File: config.mk
export PLATFORM = sky130hd
export DESIGN_NAME = imem_fetch_controller
export DESIGN_NICKNAME = d
export VERILOG_FILES = /design/src/rtl/imem_fetch_controller.sv
export SDC_FILE = /design/constraint.sdc
export NUM_CORES = 1
export LEC_CHECK = 0
export BUFFER_PORTS_ARGS = -buffer_cell sky130_fd_sc_hd__buf_2
export CAP_MARGIN = 20
export CELL_PAD_IN_SITES_DETAIL_PLACEMENT = 0
export CELL_PAD_IN_SITES_GLOBAL_PLACEMENT = 1
export CORE_MARGIN = 1.5
export CORE_UTILIZATION = 33
export DETAILED_ROUTE_END_ITERATION = 6
export GPL_TIMING_DRIVEN = 0
export PLACE_DENSITY = 0.85
export REMOVE_ABC_BUFFERS = 1
export SYNTH_ARGS = -nofsm -noshare
export SYNTH_HDL_FRONTEND = slang
export SYNTH_SLANG_ARGS = --single-unit
File: constraint.sdc
create_clock -name CLK -period 2.8 [get_ports CLK]
set_input_delay 0.28 -clock CLK [delete_from_list [all_inputs] [get_ports CLK]]
set_output_delay 0.28 -clock CLK [all_outputs]
set_load 0.02 [all_outputs]
File: src/rtl/imem_fetch_controller.sv
// imem_fetch_controller: fetch-stage sequencer for the pipelined MIPS core.
// Owns the PC, drives the instruction ROM address and registers the returned
// word into the IF/ID interface. Handles boot delay, stall, redirect,
// halt/resume and fetch-fault detection.
// Optional build macro: FETCH_PERF_CNT_EN enables the retired-fetch counter
// on FetchCtrl_FetchCount. When it is undefined the port is tied to zero.
module imem_fetch_controller #(
  parameter int unsigned WIDTH      = 32,
  parameter int unsigned DEPTH      = 100,
  parameter int unsigned RESET_PC   = 0,
  parameter int unsigned BOOT_DELAY = 2
) (
  input  logic             CLK,
  input  logic             RST,
  input  logic             FetchCtrl_Stall,
  input  logic             FetchCtrl_RedirectValid,
  input  logic [WIDTH-1:0] FetchCtrl_RedirectPC,
  input  logic             FetchCtrl_Halt,
  input  logic             FetchCtrl_Resume,
  output logic [WIDTH-1:0] FetchCtrl_IMemPC,
  input  logic [WIDTH-1:0] FetchCtrl_IMemData,
  output logic [WIDTH-1:0] FetchCtrl_Instr,
  output logic [WIDTH-1:0] FetchCtrl_PCPlus4,
  output logic             FetchCtrl_Valid,
  output logic             FetchCtrl_Fault,
  output logic [1:0]       FetchCtrl_State,
  output logic [31:0]      FetchCtrl_FetchCount
);

  // Byte address one past the last legal instruction word.
  localparam int unsigned PC_LIMIT  = 4 * DEPTH;
  // Boot counter only needs to reach BOOT_DELAY-1.
  localparam int unsigned BOOT_LAST = (BOOT_DELAY > 0) ? (BOOT_DELAY - 1) : 0;
  localparam int unsigned BOOT_W    = (BOOT_DELAY > 1) ? $clog2(BOOT_DELAY) : 1;

  typedef enum logic [1:0] {
    ST_BOOT   = 2'd0,
    ST_RUN    = 2'd1,
    ST_HALTED = 2'd2,
    ST_FAULT  = 2'd3
  } state_t;

  state_t              r_state;
  logic [WIDTH-1:0]    r_pc;
  logic [WIDTH-1:0]    r_instr;
  logic [WIDTH-1:0]    r_pc_plus4;
  logic                r_valid;
  logic                r_fault;
  logic [BOOT_W-1:0]   r_boot_cnt;

  logic [WIDTH-1:0]    w_pc_next_seq;
  logic                w_pc_oob;
  logic                w_redir_legal;
  logic                w_boot_done;
  logic                w_fetch_fire;

  // Sequential PC, range check on the current PC, legality of the redirect target.
  assign w_pc_next_seq = r_pc + WIDTH'(4);
  assign w_pc_oob      = (r_pc >= WIDTH'(PC_LIMIT));
  assign w_redir_legal = (FetchCtrl_RedirectPC[1:0] == 2'b00) &&
                         (FetchCtrl_RedirectPC < WIDTH'(PC_LIMIT));
  // BOOT_DELAY of 0 or 1 leaves BOOT on the first edge; otherwise after BOOT_DELAY edges.
  assign w_boot_done   = (BOOT_DELAY <= 1) || (r_boot_cnt == BOOT_W'(BOOT_LAST));

  // A real instruction is captured this edge: unstalled RUN fetch from a legal PC.
  assign w_fetch_fire  = (r_state == ST_RUN) && !FetchCtrl_RedirectValid &&
                         !FetchCtrl_Halt && !FetchCtrl_Stall && !w_pc_oob;

  // Fetch sequencer: state, PC and IF/ID payload in one registered process.
  always_ff @(posedge CLK or posedge RST) begin
    if (RST) begin
      r_state    <= ST_BOOT;
      r_pc       <= WIDTH'(RESET_PC);
      r_instr    <= '0;
      r_pc_plus4 <= '0;
      r_valid    <= 1'b0;
      r_fault    <= 1'b0;
      r_boot_cnt <= '0;
    end else begin
      case (r_state)
        ST_BOOT: begin
          r_valid <= 1'b0;
          if (w_boot_done) begin
            r_state <= ST_RUN;
          end else begin
            r_boot_cnt <= r_boot_cnt + BOOT_W'(1);
          end
        end

        ST_RUN: begin
          if (FetchCtrl_RedirectValid) begin
            // Wrong-path word is dropped; an illegal target faults immediately.
            r_pc    <= FetchCtrl_RedirectPC;
            r_valid <= 1'b0;
            if (!w_redir_legal) begin
              r_state <= ST_FAULT;
              r_fault <= 1'b1;
            end
          end else if (FetchCtrl_Halt) begin
            r_state <= ST_HALTED;
            r_valid <= 1'b0;
          end else if (FetchCtrl_Stall) begin
            r_pc       <= r_pc;
            r_instr    <= r_instr;
            r_pc_plus4 <= r_pc_plus4;
            r_valid    <= r_valid;
          end else if (w_pc_oob) begin
            r_state <= ST_FAULT;
            r_fault <= 1'b1;
            r_valid <= 1'b0;
          end else begin
            r_instr    <= FetchCtrl_IMemData;
            r_pc_plus4 <= w_pc_next_seq;
            r_valid    <= 1'b1;
            r_pc       <= w_pc_next_seq;
          end
        end

        ST_HALTED: begin
          r_valid <= 1'b0;
          if (FetchCtrl_RedirectValid) begin
            r_pc <= FetchCtrl_RedirectPC;
          end else if (FetchCtrl_Resume && !FetchCtrl_Halt) begin
            r_state <= ST_RUN;
          end
        end

        ST_FAULT: begin
          r_valid <= 1'b0;
          if (FetchCtrl_RedirectValid && w_redir_legal) begin
            r_pc    <= FetchCtrl_RedirectPC;
            r_fault <= 1'b0;
            r_state <= ST_RUN;
          end
        end

        default: begin
          r_state <= ST_FAULT;
          r_fault <= 1'b1;
          r_valid <= 1'b0;
        end
      endcase
    end
  end

`ifdef FETCH_PERF_CNT_EN
  logic [31:0] r_fetch_count;

  // Retired-fetch counter: advances only when a real instruction is captured.
  always_ff @(posedge CLK or posedge RST) begin
    if (RST) begin
      r_fetch_count <= '0;
    end else if (w_fetch_fire) begin
      r_fetch_count <= r_fetch_count + 32'd1;
    end
  end

  assign FetchCtrl_FetchCount = r_fetch_count;
`else
  assign FetchCtrl_FetchCount = 32'd0;
`endif

  // Address path is a direct copy of the PC register.
  assign FetchCtrl_IMemPC  = r_pc;
  assign FetchCtrl_Instr   = r_instr;
  assign FetchCtrl_PCPlus4 = r_pc_plus4;
  assign FetchCtrl_Valid   = r_valid;
  assign FetchCtrl_Fault   = r_fault;
  assign FetchCtrl_State   = 2'(r_state);

endmodule

==> results by group, run 1 <==
Synthesis
  • Post-synthesis register bit count: 101
  • Ys async rst share: 100.0%
  • Top FF cell, synth: dfrtp_1
  • Mapped Area: 4778 um^2
  • EDFF count, synth: 0
  • Register area share after synthesis: 52.89%
  • Avg Inst Size Synth: between 10 and 15 um^2
  • Yosys warns: 0
  • Library cells used by synthesis: 48
  • Post-Syn Instances: roughly 420

Timing
  • Final setup vio count: 0
  • RSZ-0062 raised after global routing: false
  • Worst slew pin tran: 0.8670 ns
  • F_max: about 370 MHz
  • Final hold vios: 0
  • Post-Route Setup TNS: 0 ns
  • Post-layout min period: 2.688 ns
  • Fin. max-slew vios: 0
  • Worst hold margin: between 0.15 and 0.2 ns
  • Final worst-path cycle share: 95.99%
  • Slew headroom: 41.75%
  • Setup Skew: 0.008811 ns

Power and ir drop
  • Total power: 4.380 mW
  • Leak: between 3 and 4 nW
  • Worst ir drop on vdd: about 0.47 mV
  • Pwr per Cell Area: 722.8 nW/um^2

Detailed routing
  • Routed vias/inst: 5.054
  • Final wirelength: roughly 12 mm
  • DRC Markers: 0
  • Routed Antenna Nets: 0
  • TritonRoute pass-1 iters: 4
  • DR vias: between 3k and 4k
  • DR WL/cell: 15.77 um
  • Iter 0 DRT Violations: 204

Placed design
  • Final HPWL DP: just under 9 mm
  • I/O Buffers: roughly 170
  • Placed cell areas: 5680 um^2
  • Final Wtd Congestion: ~0.83

Critical path
  • Worst r2r path cells: 7
  • Critical path peak fanout: 19
  • CP required: 3.03 ns
  • FF-to-FF setup slack: about 0.11 ns
  • Worst r2r src: FetchCtrl_IMemPC[9]
  • Startpoint types: flip-flop
  • Crit Path Class: flip-flop to flip-flop
  • Max incr delay on CP: ~0.46 ns
  • Data arrival time of the critical path: 2.91 ns
  • Critical path endpoint category: flip-flop
  • Critical path's slowest cell: dfrtp_1
  • Reg2reg end: FetchCtrl_Instr[31]
  • Cell mode on critical path: buf_6
  • Crit-path cells: nor4_1 > nand4_1 > nor4b_4 > buf_6 > buf_6 > buf_6 > mux2_2
  • Setup crit start: FetchCtrl_IMemPC[9]

CTS
  • CTS root buf: clkbuf_16
  • CTS tree: built
  • Worst skew pair latency: between 0.3 and 0.4 ns
  • Total clock sinks: 101
  • Htree depth: 3
  • CTS clk-pin slew, worst paths: approximately 0.070 ns
  • Maximum clock path buffer count: 2
  • Cts bufs inserted: 9

Layout
  • Fillers: 1357
  • Multi-input combinational cell area: ~2000 um^2
  • Layout Nets: 660
  • Area growth from synthesis to layout: 26.81%
  • Storage cell area: ~2500 um^2
  • Diodes inserted: 0
  • Util after Layout: between 40% and 50%
  • Final Cell Area: 6060 um^2
  • Share of cells above drive strength 1: 41.55%

Global routing
  • Largest net degree at the start of global routing: 67
  • GRT Util Overall: between 10% and 20%
  • Number of global-route vias before repair: 3527
  • Antenna violations before repair: 1
  • Remaining Overflow, GRT: 0
  • First-pass GRT wire length: between 15 and 20 mm

Die
  • Initial Utilization: 34.16%
  • # rows: 43
  • Top Ports: 202
  • Core area: 13990 um^2
  • Die Y: 123.3 um
  • Die footprint: 15210 um^2
  • Chip Width: roughly 120 um

Min path
  • Worst hold path class: input port to flip-flop
  • WHS Endpoint: FetchCtrl_Instr[23]
  • Hold_sp: FetchCtrl_IMemData[23]
  • WHS Path Cells: 2

Status
  • Status: finished clean

Job
  • Max-Cap Viols: 0
[stage by stage]
| stage | cells | setup WS, ns |
|---|---|---|
| 6_report | 772 | 0.1124 |
| 5_1_grt | 772 | 0.0006259 |
| 4_1_cts | 769 | 0.003954 |
| 3_5_place_dp | 753 | -0.1149 |
| 3_3_place_gp | 747 | -1.775 |
| 2_1_floorplan | 398 | -0.8724 |
[cell usage in the layout, fill, tap and decap left out, types with 2 or more instances in the layout]
| cell | n |
|---|---|
| inv_1 | 10 |
| o22ai_1 | 17 |
| a31o_2 | 2 |
| or2_2 | 3 |
| nand4_1 | 10 |
| clkbuf_16 | 9 |
| o21ai_0 | 12 |
| nor4_1 | 10 |
| buf_2 | 169 |
| a2bb2oi_1 | 23 |
| buf_4 | 2 |
| conb_1 | 32 |
| xor2_1 | 2 |
| xnor2_1 | 3 |
| mux2_2 | 36 |
| nand3_1 | 16 |
| buf_8 | 3 |
| nor2_1 | 13 |
| o31ai_1 | 5 |
| and4_1 | 2 |
| clkbuf_8 | 3 |
| and3_1 | 6 |
| a21oi_1 | 6 |
| ha_1 | 2 |
| a221o_1 | 5 |
| mux2_1 | 2 |
| a211oi_1 | 2 |
| mux2i_1 | 3 |
| nand2b_1 | 3 |
| buf_6 | 3 |
| nor2b_1 | 23 |
| nand2_1 | 24 |
| dfrtp_1 | 101 |
| nor3_1 | 3 |
| nor3b_1 | 2 |
[cell usage after synthesis, types with 3 or more instances]
master	count	area, um^2
xnor2_1	3	26.28
nand2b_1	3	18.77
mux2i_1	3	30.03
clkbuf_1	7	26.28
buf_6	4	45.04
nand4_1	10	62.56
dfrtp_1	101	2527
nor2_1	14	52.55
buf_2	8	40.04
o21ai_0	12	60.06
nor4_1	11	68.82
a21oi_1	6	30.03
nand3_1	17	85.08
a2bb2oi_1	23	201.4
and3_1	6	37.54
or2_2	4	25.02
a221o_1	5	50.05
nand2_1	24	90.09
inv_1	11	41.29
o31ai_1	5	37.54
o22ai_1	17	106.4
nor2b_1	23	143.9
mux2_2	36	405.4
buf_4	36	270.3
nor3_1	3	15.01
[sequential cells by signal, summed over array words and instances, names as in the netlist]
register,flops
r_boot_cnt,1
FetchCtrl_State,2
FetchCtrl_IMemPC,32
FetchCtrl_Instr,32
FetchCtrl_PCPlus4,32
FetchCtrl_Fault,1
FetchCtrl_Valid,1
[worst max-delay path, delay by kind of cell, from the launching register on]
family        cells  cell delay [ns]
simple gates      3             1.06
buf+inv           3             0.67
flops             1             0.46
mux               1             0.36
[worst max-delay path by stage]
stage	end	slack, ns	cells after the start
2_1_floorplan	FetchCtrl_Instr[0]	-0.87	4
3_3_place_gp	FetchCtrl_Instr[10]	-1.77	4
3_5_place_dp	FetchCtrl_IMemPC[16]	-0.11	5
4_1_cts	FetchCtrl_Instr[31]	0.004	7
5_1_grt	FetchCtrl_PCPlus4[0]	0.0006	7
6_report	FetchCtrl_Instr[31]	0.11	7
[timing repair]
item	CTS	global route
hold buffers	1	0
setup endpoints to repair	35	47
resized for setup	2	4
hold endpoints to repair	35	0
buffers inserted	0	2
[power by group]
part,leakage (nW),total [mW],internal [mW],switching (mW)
combinational,1.69,1.10,0.444,0.653
sequential,1.31,1.99,1.66,0.329
clock,0.155,1.29,0.761,0.533
total,3.16,4.38,2.87,1.51
[layout make-up]
class / instances / area share [%]
sequential: 101 / 41.71
multi-input combinational: 286 / 32.60
timing repair buffer: 179 / 16.13
clock inverter: 3 / 0.7227
inverter: 11 / 0.7227
tap: 180 / 3.717
clock buffer: 12 / 4.398
[routing by layer]
metal | global-route usage (%) | vias up | share of wire [%]
met1 | 21.60 | 1900 | 45
met3 | 5.120 | 13 | 8.7
met4 | 4.957 | 2 | 1.2
met2 | 23.47 | 179 | 45
met5 | 0 | - | 0.082
li1 | - | 1808 | -
[logic make-up (layout without fill, tap and decap cells)]
family                   after synthesis  after routing  synth area share, %
flip-flops                           101            101                52.89
other                                  1             32              0.07848
adder cells (fa/ha/maj)                2              2               0.5236
AND/OR/NAND/NOR                      124            124                14.43
XOR/XNOR                               5              5               0.9166
AO/OA/AOI/OAI                         82             82                12.73
buffers and inverters                 66            205                8.851
multiplexers                          41             41                9.584
Power figures use the tool's default switching activity.
==> run 2: changes to the inputs <==
- CTS_CLUSTER_SIZE: unset -> 10
- MAX_ROUTING_LAYER: unset -> met4
- PLACE_DENSITY: 0.85 -> unset
- PLACE_DENSITY_LB_ADDON: unset -> 0.1
==> run 2 against run 1 <==
Effect of this change: die area did not move; global-route usage rose by 1.8 points; final cell count did not move; sequential power barely moved; critical path depth rose by 1; hold slack got worse by 0.12 ns; sequential share of layout area rose by 0.18 points; non-clock buffer count fell by 1; maximum frequency rose by 1.3%; final area fell by 0.37%.
==> results by group, run 2 (same netlist as run 1, synthesis figures left out) <==
Global routing
  • Largest net degree at the start of global routing: 54
  • Number of global-route vias before repair: 3725
  • Remaining Overflow, GRT: 0
  • First-pass GRT wire length: 19.83 mm
  • GRT Util Overall: 17.55%
  • Antenna violations before repair: 0

Timing
  • Final hold vios: 0
  • Slew headroom: between 30% and 40%
  • Fin. max-slew vios: 0
  • RSZ-0062 raised after global routing: false
  • Post-layout min period: between 2 and 3 ns
  • F_max: 376.8 MHz
  • Setup Skew: around 0.0060 ns
  • Final setup vio count: 0
  • Worst hold margin: 0.04407 ns
  • Post-Route Setup TNS: 0 ns
  • Worst slew pin tran: 0.9023 ns
  • Final worst-path cycle share: 94.79%

Power and ir drop
  • Worst ir drop on vdd: 0.3289 mV
  • Comb pwr share: 25.2%
  • Clock share of power: 28.5%
  • Pwr per Cell Area: 712.2 nW/um^2
  • Switching Share: 36.22%
  • Net Switching: 1.557 mW
  • Leak: 3.134 nW
  • Sequential share of power: 46.3%
  • Internal: 2.742 mW

CTS
  • Total clock sinks: about 100
  • Post-CTS Hold Buffers: 0
  • Maximum clock path buffer count: 2
  • CTS root buf: clkbuf_16
  • Cts bufs inserted: 9
  • Htree depth: 3
  • CTS tree: built
  • CTS clk-pin slew, worst paths: roughly 0.07 ns
  • Worst skew pair latency: approximately 0.35 ns

Die
  • Die footprint: 15210 um^2
  • Die Y: 123.3 um
  • Initial Utilization: between 30% and 40%
  • Chip Width: 123.3 um
  • # rows: 43
  • Core area: 13990 um^2
  • Top Ports: 202

Detailed routing
  • Iter 0 DRT Violations: 167
  • DRC Markers: 0
  • Routed Antenna Nets: 0
  • DR WL/cell: around 16 um
  • Routed vias/inst: between 4 and 5
  • DR vias: between 3k and 4k
  • Final wirelength: 12.59 mm
  • TritonRoute pass-1 iters: 4

Critical path
  • Worst r2r src: FetchCtrl_IMemPC[4]
  • Setup crit start: FetchCtrl_IMemPC[4]
  • Critical path peak fanout: 18
  • Critical path endpoint: FetchCtrl_Instr[31]
  • CP required: 3.03 ns
  • Startpoint types: flip-flop
  • Critical path endpoint category: flip-flop
  • Data arrival time of the critical path: 2.89 ns
  • Worst r2r path cells: 8
  • Crit Path Class: flip-flop to flip-flop
  • Reg2reg end: FetchCtrl_Instr[31]
  • FF-to-FF setup slack: 0.15 ns

Placed design
  • Final Wtd Congestion: slightly above 0.8
  • Final HPWL DP: between 9 and 10 mm
  • I/O Buffers: 169

Layout
  • Most frequent cells in the layout: buf_2 (169), dfrtp_1 (100), mux2_2 (36)
  • Commonest non-fill, non-tap cell in the layout: buf_2
  • Area growth from synthesis to layout: 26.34%
  • Layout Nets: 659
  • Fillers: 1405
  • Diodes inserted: 0
  • Share of cells above drive strength 1: around two fifths

Job
  • Max-Cap Viols: 0

Status
  • Status: finished clean

Min path
  • Worst hold path class: input port to async pin
run 2: cell count changes in the layout (fill, tap and decap cells not counted), sizes merged:
cell	before	now
dlygate4sd3	1	0
inv	11	15
clkinv	2	0
clkbuf	12	10
bufinv	1	0
clkinvlp	0	2
run 2: how the worst min path moves through the flow:
stage | slack [ns] | endpoint | from | depth (start not counted)
after global placement | 0.45 | r_boot_cnt | r_boot_cnt | 1
after global routing | 0.10 | FetchCtrl_Instr[6] | RST | 2
after detailed placement | 0.45 | FetchCtrl_Instr[4] | RST | 2
after floorplan | 0.41 | FetchCtrl_Instr[15] | FetchCtrl_IMemData[15] | 1
final | 0.04 | FetchCtrl_Instr[6] | RST | 2
after CTS | 0.07 | FetchCtrl_PCPlus4[10] | RST | 2
run 2: per-stage QoR:
step / instances / cell area, um^2 / power [mW] / util (%) / setup slack (ns)
after CTS: 771 / 6005 / 4.334 / 42.92 / 0.01826
after global placement: 747 / 5584 / 3.070 / 39.92 / -2.140
after global routing: 772 / 6037 / 4.551 / 43.16 / 0.007041
after detailed placement: 754 / 5708 / 3.087 / 40.81 / -0.1352
final: 772 / 6037 / 4.300 / 43.16 / 0.1458
after floorplan: 398 / 4513 / 2.634 / - / -0.8724
run 2: final cells by class:
cell class / count / area [um^2] / share of cell area (%)
sequential: 101 / 2529 / 41.89
multi-input combinational: 286 / 1976 / 32.73
timing repair buffer: 178 / 974.7 / 16.15
clock buffer: 10 / 239.0 / 3.959
tap: 180 / 225.2 / 3.731
clock inverter: 6 / 50.05 / 0.8290
inverter: 11 / 43.79 / 0.7254
run 2: timing repair:
action / 4_1_cts / 5_1_grt
pin swaps: 0 / 1
setup buffers: 1 / 1
gates resized for setup: 1 / 5
gates cloned: 0 / 0
endpoints found under the setup margin: 38 / 38
run 2: power groups by stage:
stage,clock (mW),sequential [mW],combinational (mW)
floorplan,0,2.18,0.456
global placement,0,2.00,1.07
detailed placement,0,2.00,1.08
CTS,1.27,1.98,1.09
global route,1.32,2.03,1.19
finish,1.23,1.99,1.08
run 2: per-layer routing:
metal | vias to the layer above | share of wire [%] | track usage (%)
met2 | 137 | 47 | 26.56
li1 | 1797 | - | -
met5 | - | 0 | -
met3 | 11 | 6.2 | 3.275
met1 | 1869 | 46 | 23.80
met4 | 0 | 1.3 | 5.747
run 2: worst max-delay path: stages, from the launching register on:
cell and delay (ns):
dfrtp_1 0.47, o311ai_2 0.38, nand3_1 0.25, nor4b_4 0.36, buf_6 0.21, buf_8 0.17, buf_8 0.16, buf_8 0.17
mux2_2 0.35
==> run 3: changes to the inputs <==
- CORE_UTILIZATION: 33 -> 36
- clock period: 2.8 -> 2.5 ns (I/O delays scaled with it)
==> run 3 against run 2 <==
Effect of this change: final area increased by 1.4%; sequential power increased by 12%; clock power increased by 26%; largest power group unchanged; highest routed layer unchanged.
==> results by group, run 3 (same netlist as run 1, synthesis figures left out) <==
Min path
  • WHS Endpoint: FetchCtrl_Instr[15]
  • Hold_sp: FetchCtrl_IMemData[15]
  • Worst hold path class: input port to flip-flop
  • WHS Path Cells: 2

Layout
  • Multi-input combinational cell area: 1991 um^2
  • Layout Cells excl Fill: 768
  • Fillers: 1243
  • Diodes inserted: 0
  • Area growth from synthesis to layout: 28.12%
  • Storage cell area: 2527 um^2
  • Most frequent cells in the layout: buf_2 (169), dfrtp_1 (101), mux2_2 (36)
  • Layout Nets: 663
  • Util after Layout: 47.93%
  • Share of cells above drive strength 1: between 40% and 50%
  • Commonest non-fill, non-tap cell in the layout: buf_2
  • Final Cell Area: between 6000 and 7000 um^2

Detailed routing
  • DRC Markers: 0
  • DR WL/cell: 16.57 um
  • TritonRoute pass-1 iters: 4
  • Final wirelength: 12.73 mm
  • Routed Antenna Nets: 0
  • Routed vias/inst: around 5.1
  • DR vias: 3917
  • Iter 0 DRT Violations: 179

CTS
  • Worst skew pair latency: 0.35 ns
  • Maximum clock path buffer count: 2
  • Htree depth: 3
  • Total clock sinks: 101
  • CTS clk-pin slew, worst paths: 0.08 ns
  • CTS tree: built
  • Cts bufs inserted: 9
  • CTS root buf: clkbuf_16

Critical path
  • Critical path endpoint category: flip-flop
  • Data arrival time of the critical path: ~2.6 ns
  • FF-to-FF setup slack: 0.09 ns
  • Crit Path Class: flip-flop to flip-flop
  • Worst r2r path cells: 5
  • CP required: 2.72 ns
  • Worst r2r src: FetchCtrl_IMemPC[4]
  • Critical path peak fanout: 15
  • Reg2reg end: FetchCtrl_IMemPC[7]
  • Startpoint types: flip-flop

Die
  • Initial Utilization: between 30% and 40%
  • # rows: approximately 40
  • Top Ports: 202
  • Die Y: between 100 and 150 um
  • Chip Width: 118.2 um
  • Die footprint: 13970 um^2
  • Core area: ~13000 um^2

Timing
  • Worst slew pin tran: 0.8400 ns
  • Worst hold margin: around 0.11 ns
  • F_max: 415.4 MHz
  • Fin. max-slew vios: 0
  • Post-Route Setup TNS: 0 ns
  • Final worst-path cycle share: 96.28%
  • Post-layout min period: 2.407 ns
  • Final setup vio count: 0
  • Slew headroom: a little over two fifths
  • Setup Skew: approximately 0.0073 ns
  • Final hold vios: 0
  • Final WS setup: approximately 0.093 ns

Power and ir drop
  • Leak: 3.176 nW
  • Pwr per Cell Area: 814.9 nW/um^2
  • Worst ir drop on vdd: about 0.5 mV
  • Total power: between 4 and 5 mW

Global routing
  • Number of global-route vias before repair: between 3k and 4k
  • Largest net degree at the start of global routing: 70
  • Remaining Overflow, GRT: 0
  • GRT Util Overall: 19.15%
  • First-pass GRT wire length: 20.56 mm
  • Antenna violations before repair: 0

Placed design
  • Final HPWL DP: 9.012 mm
  • Placed cell areas: 5717 um^2
  • Dpl cells: 747
  • Setup WS pre-CTS: -0.4072 ns
  • I/O Buffers: 169
  • Final Wtd Congestion: 0.7757

Job
  • Max-Cap Viols: 0

Status
  • Status: finished clean
==> run 3: how the worst max path moves through the flow <==
stage / startpoint / endpoint / cells after the start
floorplan: FetchCtrl_State[1] / FetchCtrl_Instr[0] / 4
global placement: FetchCtrl_State[1] / FetchCtrl_Instr[0] / 4
detailed placement: FetchCtrl_IMemPC[14] / FetchCtrl_IMemPC[3] / 5
CTS: FetchCtrl_IMemPC[14] / FetchCtrl_Instr[28] / 6
global route: FetchCtrl_IMemPC[5] / FetchCtrl_IMemPC[7] / 5
finish: FetchCtrl_IMemPC[4] / FetchCtrl_IMemPC[7] / 5
==> run 3: layer usage <==
| metal | GRT usage, % | wire length [um] | vias to the layer above |
|---|---|---|---|
| met3 | 4.971 | 862 | 9 |
| met1 | 25.93 | 5714 | 1928 |
| met4 | 4.573 | 111 | 0 |
| met2 | 28.82 | 6040 | 171 |
| met5 | - | 0 | - |
| li1 | - | - | 1809 |
==> run 3: final cells by class <==
type	instances	share of cell area (%)
well taps	172	3.515
repair buffers	181	16.60
inverters	11	0.7153
clock inverters	7	1.696
clock buffers	9	3.679
flip-flops and latches	101	41.28
multi-input cells	287	32.52
==> run 3: what timing repair did <==
| action | 4_1_cts | 5_1_grt |
|---|---|---|
| hold buffers | 1 | 0 |
| gates cloned | 0 | 1 |
| hold endpoints to repair | 32 | 0 |
| setup endpoints to repair | 84 | 57 |
| gates resized for setup | 2 | 6 |
| pin swaps | 1 | 2 |
| setup buffers | 2 | 1 |
==> run 3: where the power goes <==
part | leakage (nW) | switching [mW] | internal, mW
logic | 1.71 | 0.726 | 0.494
registers | 1.31 | 0.360 | 1.86
clock network | 0.155 | 0.659 | 0.892
==> run 3: worst max-delay path: stages (launching register included) <==
cell and delay (ns):
dfrtp_1 0.47, o311ai_1 0.44, nand3_2 0.20, o31ai_2 0.49
o211a_2 0.54, a211oi_1 0.13
